$ cat src/rtl/ucore_input_buffers.sv
// ucore_input_buffers: per-operand input stage of the ucore.
// NUM_INPUTS independent channels, each a DEPTH-entry FIFO with a valid/ready
// handshake on the NoC side and a consume strobe on the ucore side. A channel
// can be switched into constant mode, where it always presents a configured
// value and is never drained.
// Ports:
//   clk, reset      clock and synchronous active-high reset
//   cfg_we          load cfg_const_en/cfg_const_val and flush every FIFO
//   cfg_const_en    per-channel constant-mode enable
//   cfg_const_val   per-channel constant value, channel i at [i*W +: W]
//   noc_ivalid      per-channel NoC token valid
//   noc_in          per-channel NoC token data, packed like cfg_const_val
//   noc_oready      per-channel "can accept a token"
//   out_valid       per-channel head operand available
//   out_data        per-channel head operand, packed like cfg_const_val
//   consume         per-channel pop of the head operand
//   occupancy       per-channel entry count (0 in constant mode)
// Every output is decoded only from registered state, so there is no
// combinational path from any input to any output.
module ucore_input_buffers #(
    parameter int unsigned DATA_WIDTH = 32,
    parameter int unsigned NUM_INPUTS = 2,
    parameter int unsigned DEPTH      = 2
) (
    input  logic                                      clk,
    input  logic                                      reset,
    input  logic                                      cfg_we,
    input  logic [NUM_INPUTS-1:0]                     cfg_const_en,
    input  logic [NUM_INPUTS*DATA_WIDTH-1:0]          cfg_const_val,
    input  logic [NUM_INPUTS-1:0]                     noc_ivalid,
    input  logic [NUM_INPUTS*DATA_WIDTH-1:0]          noc_in,
    output logic [NUM_INPUTS-1:0]                     noc_oready,
    output logic [NUM_INPUTS-1:0]                     out_valid,
    output logic [NUM_INPUTS*DATA_WIDTH-1:0]          out_data,
    input  logic [NUM_INPUTS-1:0]                     consume,
    output logic [NUM_INPUTS*($clog2(DEPTH)+1)-1:0]   occupancy
);

    localparam int unsigned PW = $clog2(DEPTH);
    localparam int unsigned CW = PW + 1;

    genvar i;
    generate
        for (i = 0; i < NUM_INPUTS; i++) begin : g_ch
            logic [DATA_WIDTH-1:0] mem [DEPTH];
            logic [PW-1:0]         rd_ptr;
            logic [PW-1:0]         wr_ptr;
            logic [CW-1:0]         count;
            logic                  const_en;
            logic [DATA_WIDTH-1:0] const_val;
            logic                  push;
            logic                  pop;
            logic                  not_empty;

            assign not_empty = (count != '0);

            // Ready depends on state only: a full FIFO never passes a token through.
            assign noc_oready[i] = !const_en && (count < CW'(DEPTH));
            assign out_valid[i]  = const_en || not_empty;
            assign out_data[i*DATA_WIDTH +: DATA_WIDTH] =
                const_en ? const_val : (not_empty ? mem[rd_ptr] : '0);
            assign occupancy[i*CW +: CW] = const_en ? '0 : count;

            // A config write flushes the FIFO, so any handshake in that cycle is dropped.
            assign push = noc_ivalid[i] && noc_oready[i] && !cfg_we;
            assign pop  = consume[i] && !const_en && not_empty && !cfg_we;

            // Storage carries no reset; stale entries are hidden by count.
            always_ff @(posedge clk) begin
                if (push && !reset) begin
                    mem[wr_ptr] <= noc_in[i*DATA_WIDTH +: DATA_WIDTH];
                end
            end

            // Pointer, count and configuration state.
            always_ff @(posedge clk) begin
                if (reset) begin
                    rd_ptr    <= '0;
                    wr_ptr    <= '0;
                    count     <= '0;
                    const_en  <= 1'b0;
                    const_val <= '0;
                end else if (cfg_we) begin
                    rd_ptr    <= '0;
                    wr_ptr    <= '0;
                    count     <= '0;
                    const_en  <= cfg_const_en[i];
                    const_val <= cfg_const_val[i*DATA_WIDTH +: DATA_WIDTH];
                end else begin
                    // Pointers wrap naturally since DEPTH is a power of two.
                    if (push) wr_ptr <= wr_ptr + PW'(1);
                    if (pop)  rd_ptr <= rd_ptr + PW'(1);
                    case ({push, pop})
                        2'b10:   count <= count + CW'(1);
                        2'b01:   count <= count - CW'(1);
                        default: count <= count;
                    endcase
                end
            end
        end
    endgenerate

endmodule

$ cat config.mk
export PLATFORM = sky130hd
export DESIGN_NAME = ucore_input_buffers
export DESIGN_NICKNAME = d
export VERILOG_FILES = /design/src/rtl/ucore_input_buffers.sv
export SDC_FILE = /design/constraint.sdc
export NUM_CORES = 1
export LEC_CHECK = 0
export BUFFER_PORTS_ARGS = -buffer_cell sky130_fd_sc_hd__buf_2
export CORE_ASPECT_RATIO = 0.8
export CORE_UTILIZATION = 40
export CTS_CLUSTER_DIAMETER = 150
export CTS_CLUSTER_SIZE = 20
export DETAILED_ROUTE_END_ITERATION = 10
export GPL_TIMING_DRIVEN = 0
export SYNTH_ARGS = -nofsm -noshare
export SYNTH_HDL_FRONTEND = slang
export SYNTH_SLANG_ARGS = --single-unit
$ cat constraint.sdc
create_clock -name clk -period 2.7 [get_ports clk]
set_input_delay 0.135 -clock clk [delete_from_list [all_inputs] [get_ports clk]]
set_output_delay 0.135 -clock clk [all_outputs]
set_load 0.05 [all_outputs]
# Yosys cells after proc, flatten, opt, wreduce, memory -nomap -nowiden
# Memories as Yosys holds them, arrays and structs flattened. A register that Yosys moved wholly into a read port is not among the register bits.
# Index checks and enable logic that the tools add are counted.
dict set report op_classes {
  magnitude_cmp 2
  add_sub_neg 8
  n_reduce_logical 25
  mux 16
  n_eq_ne 4
}
# operator n
set op_table {}
lappend op_table {{$mux W32} 4}
lappend op_table {{$logic_and A1 B1 Y1} 14}
lappend op_table {{$mux W1} 8}
lappend op_table {{$pmux W2 S2} 2}
lappend op_table {{$reduce_bool A2 Y1} 4}
lappend op_table {{$add A1 B1 Y1 const B} 4}
lappend op_table {{$add A2 B1 Y2 const B} 2}
lappend op_table {{$eq A2 B1 Y1 const B} 2}
lappend op_table {{$eq A2 B2 Y1 const B} 2}
lappend op_table {{$logic_not A1 Y1} 4}
lappend op_table {{$lt A2 B2 Y1 const B} 2}
lappend op_table {{$mux W2} 2}
lappend op_table {{$sub A2 B1 Y2 const B} 2}
lappend op_table {{$logic_or A1 B1 Y1} 2}
lappend op_table {{$reduce_or A2 Y1} 1}
dict set report totals {
  output_inout_bits 72
  ram_bits 128
  wordCells 67
  reg_bits 74
  n_memories 2
}
# name depth word_bits rd rd_ports_with_merged_regs write_ports line_no
set mem_list {}
lappend mem_list {{g_ch[0].mem} 2 32 1 1 1 45} ;# logic [DATA_WIDTH-1:0] mem [DEPTH];
lappend mem_list {{g_ch[1].mem} 2 32 1 1 1 45}

# Longest topological paths before layout
dict set report depth {
  ltp_word 7
  mapped_depth 7
  depth_no_buf 6
}

# Worst setup path before layout
# No wires, ideal clock.
dict set report synth_timing {
  path_kind {reg-to-reg}
  startpoint {register g_ch[0].const_en}
  endpoint {memory g_ch[0].mem[0][0], enable pin}
  setup_ns 0.421
  slack_ns -0.533
  synth_period_minus_slack_ns 3.233
  n_path_buf 1
  stages_incl_launch_ff 5
  arrival_ns 2.812
  cell_sequence {dfxtp_1 buf_2 nor2_1 nand3_1 nor2_1}
}
dict set report synth_between {
  elab_chain_len 7
}
# item line_no
set synth_rtl {}
lappend synth_rtl {{from (decl)} 49} ;# logic const_en;
lappend synth_rtl {{from (signal assigned)} 87} ;# const_en <= cfg_const_en[i];
lappend synth_rtl {{$logic_not A1 Y1} 58} ;# assign noc_oready[i] = !const_en && (count < CW'(DEPTH));
lappend synth_rtl {{$logic_and A1 B1 Y1} 58}
lappend synth_rtl {{named net noc_oready[0]} 32} ;# output logic [NUM_INPUTS-1:0] noc_oready,
lappend synth_rtl {{$logic_and A1 B1 Y1 (2 in series)} 65} ;# assign push = noc_ivalid[i] && noc_oready[i] && !cfg_we;
lappend synth_rtl {{$logic_and A1 B1 Y1} 70} ;# if (push && !reset) begin
lappend synth_rtl {{$mux W1} 70}
lappend synth_rtl {{$mux W1 (implied by the code)} 71} ;# mem[wr_ptr] <= noc_in[i*DATA_WIDTH +: DATA_WIDTH];
lappend synth_rtl {{to (decl)} 45}
# The timed path passes the listed nets, and every way through them passes these cells.

# Worst setup path after layout
dict set report layout_timing {
  startpoint {register g_ch[1].count[0]}
  endpoint {output port out_data[40]}
}
dict set report layout_between {
  elab_chain_len 3
}
# item line_no
set layout_rtl {}
lappend layout_rtl {{from (decl)} 48} ;# logic [CW-1:0] count;
lappend layout_rtl {{from (signal assigned)} 94} ;# 2'b10: count <= count + CW'(1);
lappend layout_rtl {{from (signal assigned)} 95} ;# 2'b01: count <= count - CW'(1);
lappend layout_rtl {{from (signal assigned)} 96} ;# default: count <= count;
lappend layout_rtl {{$reduce_bool A2 Y1} 55} ;# assign not_empty = (count != '0);
lappend layout_rtl {{$mux W32 (2 in series)} 61} ;# const_en ? const_val : (not_empty ? mem[rd_ptr] : '0);
lappend layout_rtl {{to (decl)} 34} ;# output logic [NUM_INPUTS*DATA_WIDTH-1:0] out_data,
# No other way between the ends.

==> results_dict.tcl <==
set metrics [dict create \
    yosys_register_bits 204 \
    critPathKind "reg2out" \
    stdcell_count 1241 \
    yosysMostFrequentCell "mux2i_1" \
    nets 1113 \
    yosysUniqueCellTypes 27 \
    syn-mean-instance-area_sq_um 12.9 \
    vdd_drop_max_uv 508 \
    drt_wl_total_mm 20.5 \
    place_inst 1086 \
    status "completed" \
    gr-total-overflow 0 \
    io_buffers 207 \
    ctsResizeCount 0 \
    grt_pass1_wl_mm 31.5 \
    drc 0 \
    final_core_util_pct 58.0 \
    crit_start "g_ch[1].count[0]" \
    core_region_area_sq_um 19300 \
    hold_start "noc_ivalid[0]" \
    antenna_left 0 \
    finish.instance_area_sq_um 11200 \
    clkSinkCount 204 \
    cts_tree "yes" \
    worstHoldPathType "in2reg" \
    postCtsSetupBuffers 0 \
    reg2reg_to "g_ch[1].count[1]" \
    globalplace.congestion 0.807 \
    total_power_mw 6.32 \
    period_needed_ns 2.28 \
    setup_ws_ns 0.421 \
    syn_inst 618 \
    cts-root-buf "clkbuf_16" \
    top_usage_layer "met2" \
    synth_area_leaders "edfxtp_1 (48%), dfxtp_1 (19%), mux2i_1 (16%)" \
    fmaxAchievable_ghz 0.439 \
    fp.dieH_um 128 \
    syn_nets 757 \
    holdPathStages 3 \
    rsz0062_at_grt "false" \
    finalClockSkew_ns 0.0126 \
    worst_pin_slew_ns 0.880 \
    initial_core_util_pct 41.5 \
    dp_hpwl_mm 13.6 \
    reg2reg_depth 6 \
    detail_route.wl_per_cell_um 16.5 \
    synth_commonest_cells "mux2i_1 (130), edfxtp_1 (128), dfxtp_1 (76), nor2_1 (76), nand2_1 (65)" \
    r2r_start "g_ch[1].count[0]" \
    p_per_area_nw_per_um2 567 \
    clk_latency_ns 0.47 \
    grt_max_degree 33 \
    pre_cts_ws_ns 0.605 \
    placed_cell_area_sq_um 9440 \
    met3_usage_pct 3.22 \
    syn_area_sq_um 7990 \
    met1_usage_pct 24.8 \
    cp.arrival_ns 2.14 \
    antenna_found_initial 1 \
    drive_gt1_share_pct 26.1 \
    cp_max_fo 10 \
    cts_buffer_depth 3 \
    dieWidth_um 160 \
    synth_edf_count 128 \
    row_count 45 \
    end_kind "output port" \
    track_usage_pct 19.4 \
    hold_viol 0 \
    vias 6008 \
    dieArea_sq_um 20600 \
    async_flop_share_pct 0 \
    cap_violations 0 \
    path_clk_slew_ns 0.09 \
    finalCritPeriodShare_pct 84.4 \
    drt_iter0_markers 368 \
    drv_slew 0 \
    htree_levels 1 \
    met2_usage_pct 34.1 \
    via_per_inst 4.84 \
    holdPathEnd "g_ch[0].wr_ptr" \
    p_leak_nw 4.48 \
    ys.flop_type "edfxtp_1" \
    grt_pass1_vias 6103 \
    synth_top_area_cell "edfxtp_1" \
    yosysSeqAreaShare_pct 67.1 \
    synth_top_area_share_pct 48.1 \
    critPathRequiredTime_ns 2.57 \
    pin_count 209 \
    dr.pass1.iters 5 \
    finalSetupViolCount 0 \
    startpoint_type "flop" \
    cts_hold_buf 130 \
    max_slew_margin_pct 41.3 \
    area_delta_synth_final_pct 39.6 \
    cts_made_buffers 14 \
    r2r_slack_ns 0.57 \
    ys_warn_count 0 \
]
## layout by cell type (no fill, tap or decap)
| cell type | synthesis | routed |
|---|---|---|
| a21oi_1 | 6 | 6 |
| and3_2 | 0 | 1 |
| buf_1 | 6 | 6 |
| buf_12 | 0 | 3 |
| buf_2 | 12 | 219 |
| buf_4 | 11 | 11 |
| clkbuf_1 | 9 | 17 |
| clkbuf_16 | 0 | 15 |
| dfxtp_1 | 76 | 76 |
| diode_2 | 0 | 1 |
| dlygate4sd3_1 | 0 | 130 |
| edfxtp_1 | 128 | 128 |
| ha_1 | 2 | 2 |
| inv_1 | 3 | 3 |
| inv_12 | 0 | 1 |
| mux2i_1 | 130 | 130 |
| nand2_1 | 65 | 65 |
| nand2b_1 | 1 | 1 |
| nand3_1 | 1 | 1 |
| nand3b_1 | 1 | 1 |
| nor2_1 | 76 | 73 |
| nor2_4 | 0 | 3 |
| nor2b_1 | 4 | 4 |
| nor3_1 | 2 | 2 |
| nor3b_2 | 1 | 1 |
| o21ai_0 | 61 | 61 |
| o21ai_1 | 7 | 7 |
| o21bai_2 | 2 | 2 |
| o2bb2ai_1 | 1 | 1 |
| or2_1 | 1 | 1 |
| or3_1 | 6 | 6 |
| xnor2_1 | 3 | 3 |
| xor2_1 | 2 | 2 |
## worst max-delay path: stages, from the launching register on
cell      delay, ns
dfxtp_1        0.37
o21bai_2       0.42
clkbuf_1       0.43
o21ai_0        0.20
buf_2          0.25
## worst max path at each step
stage	endpoint	slack [ns]	cells after the start
2_1_floorplan	g_ch[0].mem[0][0]	-0.06	4
3_3_place_gp	g_ch[1].mem[0][5]	-0.74	3
3_5_place_dp	g_ch[1].count[1]	0.61	6
4_1_cts	out_data[52]	0.39	4
5_1_grt	out_data[48]	0.28	4
6_report	out_data[40]	0.42	4
## per-layer routing
metal,up-vias,share of wire (%)
li1,2916,-
met5,-,0
met4,0,2.4
met2,167,49
met1,2892,44
met3,33,4.5
## registers in the layout, summed over array words and instances, names as in the netlist, named ones only
register,cells
g_ch.wr_ptr,2
g_ch.rd_ptr,2
g_ch.mem,128
g_ch.count,4
g_ch.const_en,2
g_ch.const_val,64
## cells by family (layout without fill, tap and decap cells)
logic type	Yosys count	count (layout)	synth area share, %
flops	204	204	67.1
simple gates	159	159	8.08
mux	130	130	16.3
compound gates	77	77	5.02
buf+inv	41	405	2.63
xor+xnor	5	5	0.548
fa+ha+maj	2	2	0.313
other cells	0	1	0
## per-stage QoR
| step | TNS [ns] | hold WS, ns |
|---|---|---|
| after floorplan | -3.86 | 0.234 |
| after global placement | -23.43 | 0.322 |
| after detailed placement | 0 | 0.326 |
| after CTS | 0 | 0.00753 |
| after global routing | 0 | 0.0534 |
| final | 0 | 0.0314 |
## report_power, final
group	switching [mW]	internal, mW	total (mW)
logic	0.449	0.340	0.788
clock network	1.04	1.05	2.09
registers	0.0433	3.41	3.45
total	1.53	4.80	6.32
## area by class of cell
| type | count | area [sq um] |
|---|---|---|
| multi-input cells | 373 | 2440 |
| clock buffers | 23 | 405 |
| well taps | 258 | 323 |
| inverters | 3 | 11.3 |
| flip-flops and latches | 204 | 5370 |
| plain buffers | 38 | 199 |
| repair buffers | 340 | 2400 |
| diodes | 1 | 2.50 |
| clock inverters | 1 | 16.3 |
| fillers | 1621 | 8100 |
No activity file was read; power rests on OpenSTA's default activity.
